==> src/rtl/sqrt_pkg.sv <==
// -----------------------------------------------------------------------------
// sqrt_pkg
// Shared definitions for the iterative square-root controller:
//   - state_t         : controller FSM states (IDLE, CALC, DONE)
//   - RAD_W_DEFAULT   : default radicand width (even)
//   - ROOT_W_DEFAULT  : default root width (RAD_W_DEFAULT / 2)
//   - STEP_W          : width of the root-bit step index (8 root bits -> 3)
//   - STEP_MAX        : first step index under trial (most significant root bit)
// -----------------------------------------------------------------------------
package sqrt_pkg;

   localparam int RAD_W_DEFAULT  = 16;
   localparam int ROOT_W_DEFAULT = RAD_W_DEFAULT / 2;
   localparam int STEP_W         = 3;

   localparam logic [STEP_W-1:0] STEP_MAX = 3'd7;

   typedef enum logic [1:0] {
      IDLE = 2'd0,
      CALC = 2'd1,
      DONE = 2'd2
   } state_t;

endpackage : sqrt_pkg

==> src/rtl/sqrt_trial_cmp.sv <==
// -----------------------------------------------------------------------------
// sqrt_trial_cmp
// Combinational trial/compare stage of the restoring square root.
// Sets the root bit under trial and reports whether the squared trial value
// still fits under the radicand.
//   root     in  ROOT_W  partial root built so far
//   step_idx in  STEP_W  root bit under trial
//   radicand in  RAD_W   latched operand
//   trial    out ROOT_W  root with bit step_idx set
//   accept   out 1       trial*trial <= radicand (full RAD_W-bit product)
// -----------------------------------------------------------------------------
module sqrt_trial_cmp
   import sqrt_pkg::*;
#(
   parameter int RAD_W  = RAD_W_DEFAULT,
   parameter int ROOT_W = ROOT_W_DEFAULT
) (
   input  logic [ROOT_W-1:0] root,
   input  logic [STEP_W-1:0] step_idx,
   input  logic [RAD_W-1:0]  radicand,
   output logic [ROOT_W-1:0] trial,
   output logic              accept
);

   logic [RAD_W-1:0] trial_ext;
   logic [RAD_W-1:0] square;

   assign trial     = root | (ROOT_W'(1) << step_idx);
   // Widen before multiplying: a ROOT_W-bit square needs the full RAD_W bits,
   // and 255*255 must not wrap.
   assign trial_ext = RAD_W'(trial);
   assign square    = trial_ext * trial_ext;
   assign accept    = (square <= radicand);

endmodule : sqrt_trial_cmp

==> src/rtl/sqrt_iter_ctrl.sv <==
// -----------------------------------------------------------------------------
// sqrt_iter_ctrl
// Iterative floor(sqrt(radicand)) controller. One root bit is resolved per
// CALC cycle, MSB first; the step index and enable also drive a downstream
// 3-to-8 decoder.
//   clk       in  1       rising-edge clock
//   rst_n     in  1       asynchronous active-low reset
//   start     in  1       request a computation (sampled in IDLE only)
//   radicand  in  RAD_W   unsigned operand (latched on the accepting edge)
//   busy      out 1       computation in progress (CALC or DONE)
//   step_en   out 1       high in CALC only
//   step_idx  out 3       root bit under trial, 7..0; 0 when step_en=0
//   root      out ROOT_W  result, valid with done, held until next start
//   done      out 1       single-cycle result-valid pulse
// RAD_W must be even and ROOT_W must be 8 so the step index is 3 bits.
// -----------------------------------------------------------------------------
module sqrt_iter_ctrl
   import sqrt_pkg::*;
#(
   parameter int RAD_W  = RAD_W_DEFAULT,
   parameter int ROOT_W = ROOT_W_DEFAULT
) (
   input  logic              clk,
   input  logic              rst_n,
   input  logic              start,
   input  logic [RAD_W-1:0]  radicand,
   output logic              busy,
   output logic              step_en,
   output logic [STEP_W-1:0] step_idx,
   output logic [ROOT_W-1:0] root,
   output logic              done
);

   state_t             state_q;
   state_t             state_d;
   logic [STEP_W-1:0]  cnt_q;
   logic [RAD_W-1:0]   rad_q;
   logic [ROOT_W-1:0]  root_q;
   logic [ROOT_W-1:0]  trial;
   logic               accept;

   sqrt_trial_cmp #(
      .RAD_W  (RAD_W),
      .ROOT_W (ROOT_W)
   ) u_trial_cmp (
      .root     (root_q),
      .step_idx (cnt_q),
      .radicand (rad_q),
      .trial    (trial),
      .accept   (accept)
   );

   // NOTE: sequential state uses non-blocking assignments so every register
   // samples pre-edge values, independent of block ordering.
   always_ff @(posedge clk or negedge rst_n) begin
      if (!rst_n) begin
         state_q <= IDLE;
      end else begin
         state_q <= state_d;
      end
   end

   // NOTE: next state is defaulted first so no path leaves it unassigned,
   // which would otherwise infer a latch.
   always_comb begin
      state_d = state_q;
      unique case (state_q)
         IDLE:    if (start) state_d = CALC;
         CALC:    if (cnt_q == '0) state_d = DONE;
         DONE:    state_d = IDLE;
         default: state_d = IDLE;
      endcase
   end

   // NOTE: the datapath registers are reset as well because root, the step
   // counter and the latched radicand are all defined to read zero after reset.
   always_ff @(posedge clk or negedge rst_n) begin
      if (!rst_n) begin
         cnt_q  <= '0;
         rad_q  <= '0;
         root_q <= '0;
      end else begin
         unique case (state_q)
            IDLE: begin
               if (start) begin
                  rad_q  <= radicand;
                  root_q <= '0;
                  cnt_q  <= STEP_MAX;
               end
            end
            CALC: begin
               if (accept) root_q <= trial;
               // Counter parks at 0 on the last step; DONE/IDLE never read it.
               if (cnt_q != '0) cnt_q <= cnt_q - 1'b1;
            end
            default: ;
         endcase
      end
   end

   // Outputs come from registers or are decoded from the state register only.
   assign busy     = (state_q != IDLE);
   assign step_en  = (state_q == CALC);
   assign step_idx = step_en ? cnt_q : '0;
   assign root     = root_q;
   assign done     = (state_q == DONE);

endmodule : sqrt_iter_ctrl

==> config.mk <==
export PLATFORM = sky130hd
export DESIGN_NAME = sqrt_iter_ctrl
export DESIGN_NICKNAME = d
export VERILOG_FILES = /design/src/rtl/sqrt_pkg.sv /design/src/rtl/sqrt_trial_cmp.sv /design/src/rtl/sqrt_iter_ctrl.sv
export SDC_FILE = /design/constraint.sdc
export NUM_CORES = 1
export LEC_CHECK = 0
export CAP_MARGIN = 20
export CORE_ASPECT_RATIO = 0.9
export CORE_MARGIN = 2
export CORE_UTILIZATION = 53
export DETAILED_ROUTE_END_ITERATION = 8
export PLACE_DENSITY = 0.78
export SETUP_SLACK_MARGIN = 0.1
export SKIP_LAST_GASP = 1
export SLEW_MARGIN = 20
export SYNTH_ARGS = -nofsm -noshare
export SYNTH_HDL_FRONTEND = slang
export SYNTH_SLANG_ARGS = --single-unit
==> constraint.sdc <==
create_clock -name clk -period 6.3 [get_ports clk]
set_clock_uncertainty 0.1 [all_clocks]
set_input_delay 1.89 -clock clk [delete_from_list [all_inputs] [get_ports clk]]
set_output_delay 1.89 -clock clk [all_outputs]
set_load 0.02 [all_outputs]
# == After elaboration in Yosys (flattened, before gate mapping) ==
# Index checks and enable logic that the tools add are counted.
# op_classes
addsub,1
n_mul,1
n_div,0
magnitude_cmp,1
n_eq_ne,6
shift,1
n_mux,10
n_bitwise,1
n_reduce_logical,9
# ops
cell,count
<= comparator 16 bit,1
multiplier 8 x 8 -> 16 bit,1
two-way mux 8 bit,2
one-hot mux 8 bit (2 select lines),1
two-way mux 3 bit,3
OR 8 bit,1
"left shift 1 x 3 -> 8 bit, first input constant",1
"!= test 2 x 1 -> 1 bit, second input constant",3
one-hot mux 3 bit (2 select lines),1
AND reduction 3 bit,2
two-way mux 2 bit,2
one-hot mux 2 bit (2 select lines),1
AND reduction 2 bit,2
nonzero test 2 bit,2
logical NOT 3 bit,1
nonzero test 3 bit,1
"subtractor 3 x 1 -> 3 bit, second input constant",1
"== test 2 x 1 -> 1 bit, second input constant",1
"== test 2 bit, second input constant",1
logical NOT 2 bit,1
"!= test 2 bit, second input constant",1
# totals
register_bits,29
latch_bits,0
mem_bits_rw,0
rom_bits,0
memories,0

# == Logic depth before layout (Yosys ltp) ==
# depth
depth_word,6
ltp_mapped,25
mapped_depth_nobuf,25

# == Hierarchy ==
# A second synthesis with hierarchy kept.
# unflattened
cells_unflattened,389
hier_area_um2,3593.4
# by_module_without_submodules
mod,instances,cells_per_inst,area_per_inst_um2
sqrt_trial_cmp,1,278,2204.6
sqrt_iter_ctrl,1,111,1388.8

# == Worst setup path before layout ==
# OpenSTA, ideal clock, no wires.
# synth_timing
path_kind,reg-to-reg
startpoint,register cnt_q[0]
endpoint,"register root_q[4], in the netlist root[4]"
setup_ps,94
t_arrival_ps,5971
slack_ps,135
stages_incl_launch_ff,24
period_less_slack_ps,6165
cell_sequence,dfrtp_1 -> inv_1 -> ha_1 -> a21oi_1 -> clkbuf_1 -> or2_2 -> inv_1 -> fa_1 -> fa_1 -> inv_1 -> fa_1 -> fa_1 -> inv_1 -> ha_1 -> o21a_1 -> o21ai_0 -> o21ba_2 -> o2111ai_1 -> nand4_1 -> ha_1 -> nand4_1 -> o41ai_1 -> a21oi_1 -> a211oi_1
# synth_between
elab_chain_len,6
elab_cells_between_ends,8
cone_classes,1 x mul; 1 x order compare; 1 x eq/ne; 1 x shift; 2 x mux; 1 x bitwise; 1 x reduce/logical
# synth_lines
item,line_no,text
start: declaration,sqrt_iter_ctrl.sv:36,logic [STEP_W-1:0] cnt_q;
start signal: assignment,sqrt_iter_ctrl.sv:94,if (cnt_q != '0) cnt_q <= cnt_q - 1'b1;
left shift 1 x 3 -> 8 bit (*),sqrt_trial_cmp.sv:28,assign trial = root | (ROOT_W'(1) << step_idx);
OR 8 bit (*),sqrt_trial_cmp.sv:28,
multiplier 8 x 8 -> 16 bit,sqrt_trial_cmp.sv:32,assign square = trial_ext * trial_ext;
<= comparator 16 bit,sqrt_trial_cmp.sv:33,assign accept = (square <= radicand);
!= test 2 x 1 -> 1 bit (no source line),-,
AND reduction 3 bit (no source line),-,
end signal: assignment,sqrt_iter_ctrl.sv:92,if (accept) root_q <= trial;
end: declaration,sqrt_iter_ctrl.sv:38,logic [ROOT_W-1:0] root_q;
# Every way passes the cells marked *; elsewhere a longest branch is shown, timed or not. The select of a mux whose other input is x is not followed.
# A chain may end at the register's enable or synchronous reset.

# == Final worst setup path ==
# layout_timing
startpoint,register cnt_q[1]
endpoint,"register root_q[5], in the netlist root[5]"
# Same word-level chain as after synthesis.

==> run summary <==
The total count of hold-check failures in the final report was 0; the clock-pin slew of the registers on the worst-case setup and hold paths was 0.07 ns. The final number of setup-violating endpoints was 0; the synthesized-area fraction occupied by xor and xnor cells was 0.0290. The filler cells instantiated in the layout total 453. Post-route fraction of the period consumed by the critical path: 0.956. The combined global-route utilization of all metal layers was 0.230.

Clock tree synthesis found a total of 29 sinks. TritonCTS built the clock tree. The initial antenna violation count is 0, and the tightest slew margin relative to the limit is 0.303. The worst slack at placement is -0.291 ns. After detailed routing, the average wire length per cell comes to 16.2 um. The run finished with clean final reports. The via-per-instance ratio was 5.69. For the global-route met1 utilization, the log shows 0.306. Met2 global-route usage: 0.389.

The count of H-tree levels built during CTS is 2, and the number of remaining DRC errors is 0. The number of different library cells used by synthesis comes to 43. The floorplan step defined a core boundary enclosing 6080 um^2. The sequential cells in the finished layout cover a total of 728 um^2. The simple-gate portion of the synthesized area is 0.123. For the worst setup path, the data required time is 6.40 ns.

The Yosys step of the flow raised 0 warnings. The fraction of the yosys area taken by sequential cells came out at 0.219. Setup repair after global routing left no endpoint under its margin.

The routed layout has 2815 vias. TritonCTS created 5 clock buffers. The worst setup path is launched from a register. For the pin with the worst max-slew slack, the measured transition is 1.04 ns.

Share of synthesized area spent on multiplexers: 0.0543. For the overflow left after global routing, the log shows 0. The later pin in the worst-skew pair is clocked with a latency of 0.29 ns.

The number of enable-type register cells in the synthesized netlist is 0, and the global-route wire length before repair is 12.5 mm. In this run the worst path has a maximum fanout of 8. The die extent in y works out to 79.1 um. After global routing, the most crowded layer is met2. The kind of capture point of the worst setup path was a register.

Subtracting the final worst setup slack from the clock period gives 6.03 ns. For this block, the initial DRC count from the detailed router was 128. The final-layout setup total negative slack was 0 ns. The net count of the finished layout is 514. For the placer's final routability congestion estimate, the log shows 0.849. Number of max-slew violations in the final report: 0.

In this run the tool buffered the top-level ports with 32 buffer cells. Timing would allow up to 0.166 GHz. The critical path is of the reg -> reg type. 0 antenna diodes ended up in the layout. The critical path data arrival time is 6.12 ns. After synthesis, the largest family of logic cells by area is adder cells. Fraction of synthesized cell area taken by the top area cell type: 0.219. The post-synthesis share of cell area spent on full adders, half adders and majority gates is 0.332, and the via count of the first global-routing pass is 2747. The fraction of final layout cells sized beyond drive strength 1 came out at 0.227.

In this run, synthesis produced a sequential element count of 29. The async set-reset flop share out of synthesis works out to 1.00. For the post-synthesis net count, the log shows 461. The effective utilization at floorplan was 0.546. The number of cells produced by synthesis was 369. Ranked by total cell area, the synthesized netlist is headed by dfrtp_1 22%, ha_1 18%, fa_1 15%, inv_1 8.4%, mux2_2 5.4%. The setup slack after layout came out at 0.274 ns. For the total routed wirelength, the log shows 8.00 mm. In this run the worst hold path is classified as reg -> reg. The number of buffers on the longest clock path was 2; the average size of a mapped cell was 9.00 um^2.

The tree is rooted in a clkbuf_8. After legalization and detailed placement, the total HPWL measured 5.68 mm. The area fraction in compound gates after synthesis is 0.149, and the die area is 6910 um^2.

The met3 usage was 0.0322. The floorplan step set the die width to 87.4 um. In the final layout, the multi-input gates occupy 2510 um^2.

Largest area contributor in the netlist: dfrtp_1. Prevailing post-synth register cell: dfrtp_1. In this run the cell area of the synthesized design comes to 3320 um^2. The relative area change from synthesis to final layout was 27.0%. Once detail routing completed, the nets flagged for antenna violations numbered 0. Entering global routing, the biggest net connects 30 pins. In this run the count of I/O pins placed on the die edge is 33.

In this run the core area contains 27 standard-cell rows. The pre-antenna-repair detailed-routing pass consisted of 5 iterations. For the max-capacitance violation count, the log shows 0.
[placed cells by master, fill, tap and decap left out, types with 3 or more instances in the layout]
| cell | Yosys | final |
|---|---|---|
| inv_1 | 74 | 67 |
| ha_1 | 48 | 41 |
| clkdlybuf4s50_1 | 0 | 32 |
| nor2_1 | 34 | 31 |
| dfrtp_1 | 29 | 27 |
| a21oi_1 | 31 | 26 |
| fa_1 | 25 | 25 |
| buf_4 | 1 | 19 |
| mux2_2 | 16 | 16 |
| xnor2_1 | 9 | 9 |
| nor3_1 | 8 | 7 |
| nand2_1 | 8 | 7 |
| a211oi_2 | 1 | 7 |
| inv_2 | 0 | 6 |
| o21ai_0 | 9 | 6 |
| nand4_1 | 6 | 6 |
| ha_4 | 0 | 6 |
| clkbuf_8 | 0 | 6 |
| o21a_1 | 5 | 5 |
| a31oi_1 | 5 | 5 |
| and2_1 | 4 | 4 |
| a21oi_4 | 0 | 4 |
| nor2b_1 | 4 | 3 |
| a21oi_2 | 2 | 3 |
| o21ai_1 | 0 | 3 |
| o21bai_1 | 3 | 3 |
| or2_4 | 0 | 3 |
[synthesized netlist by cell type (3+ instances only)]
library cell and instances:
a211oi_1 9, nand4_1 6, mux2_2 16, a31oi_1 5, o21a_1 5, dfrtp_1 29, o21ai_0 9, nor2_1 34
ha_1 48, clkbuf_1 4, fa_1 25, a21oi_1 31, or2_2 5, nor2b_1 4, o21bai_1 3, nor3_1 8
nand2_1 8, buf_2 3, and2_1 4, xnor2_1 9, inv_1 74, nand2b_1 3
[per-stage QoR]
step	instances	instance area, um^2	hold slack, ns	utilization
after floorplan	369	3320	0.378	-
after global placement	481	3810	0.389	0.627
after detailed placement	481	3810	0.393	0.627
after CTS	490	3970	0.408	0.653
after global routing	495	4220	0.424	0.693
final	495	4220	0.407	0.693
[path summary, 6_finish.rpt]
check | start | end | slack [ns] | cells past startpoint
setup / recovery | cnt_q[1] | root[5] | 0.27 | 25
hold / removal | rad_q[5] | rad_q[5] | 0.41 | 1
setup reg to reg | cnt_q[1] | root[5] | 0.27 | 25
hold reg to reg | rad_q[5] | rad_q[5] | 0.41 | 1
max in group asynchronous | rst_n | cnt_q[2] | 3.92 | 2
min in group asynchronous | rst_n | rad_q[3] | 1.88 | 2
[sequential cells by signal, indices dropped and copies added (netlist names)]
name and count:
cnt_q 3, state_q 2, rad_q 16, root 8
[routing by layer]
layer / part of all wire / wire length [um]
met1: 0.42 / 3360
met5: 0 / 0
met4: 0.018 / 144
met3: 0.042 / 332
met2: 0.52 / 4150
[cells by family (layout without fill, tap and decap cells)]
kind of cell    after synthesis  in the layout
compound gates               76             76
xor+xnor                     11             11
fa+ha+maj                    73             73
buf+inv                      82            136
flops                        29             29
mux                          16             16
simple gates                 82             82
[cell type report]
cell class              instances  area share
inverters                      74      0.0665
clock inverters                 2     0.00327
well taps                      72      0.0214
repair buffers                 54       0.120
flip-flops and latches         29       0.173
multi-input cells             258       0.597
clock buffers                   6      0.0196
[worst max-delay path: stages, from the launching register on]
cell	delay (ns)
dfrtp_2	0.48
inv_4	0.11
ha_4	0.15
a21oi_2	0.07
buf_4	0.19
or2_4	0.28
fa_1	0.42
inv_1	0.08
fa_1	0.41
ha_1	0.29
inv_1	0.05
fa_1	0.53
inv_1	0.07
ha_4	0.17
a211o_1	0.25
a2111oi_2	0.35
o21bai_1	0.13
a31oi_1	0.21
xnor2_1	0.12
ha_1	0.33
nand4_1	0.19
inv_2	0.08
a221oi_4	0.36
a21oi_4	0.10
buf_12	0.17
a211oi_2	0.22
[repair_timing]
item / in CTS / in global routing
hold endpoints to repair: 0 / 0
resized for setup: 10 / 48
setup endpoints to repair: 8 / 8
buffers inserted: 1 / 5
pin swaps: 1 / 21
hold buffers: 0 / 0
Power is left out: the tool's default activity adds up to more than one toggle a clock period on the data nets, which glitch-free logic cannot reach.
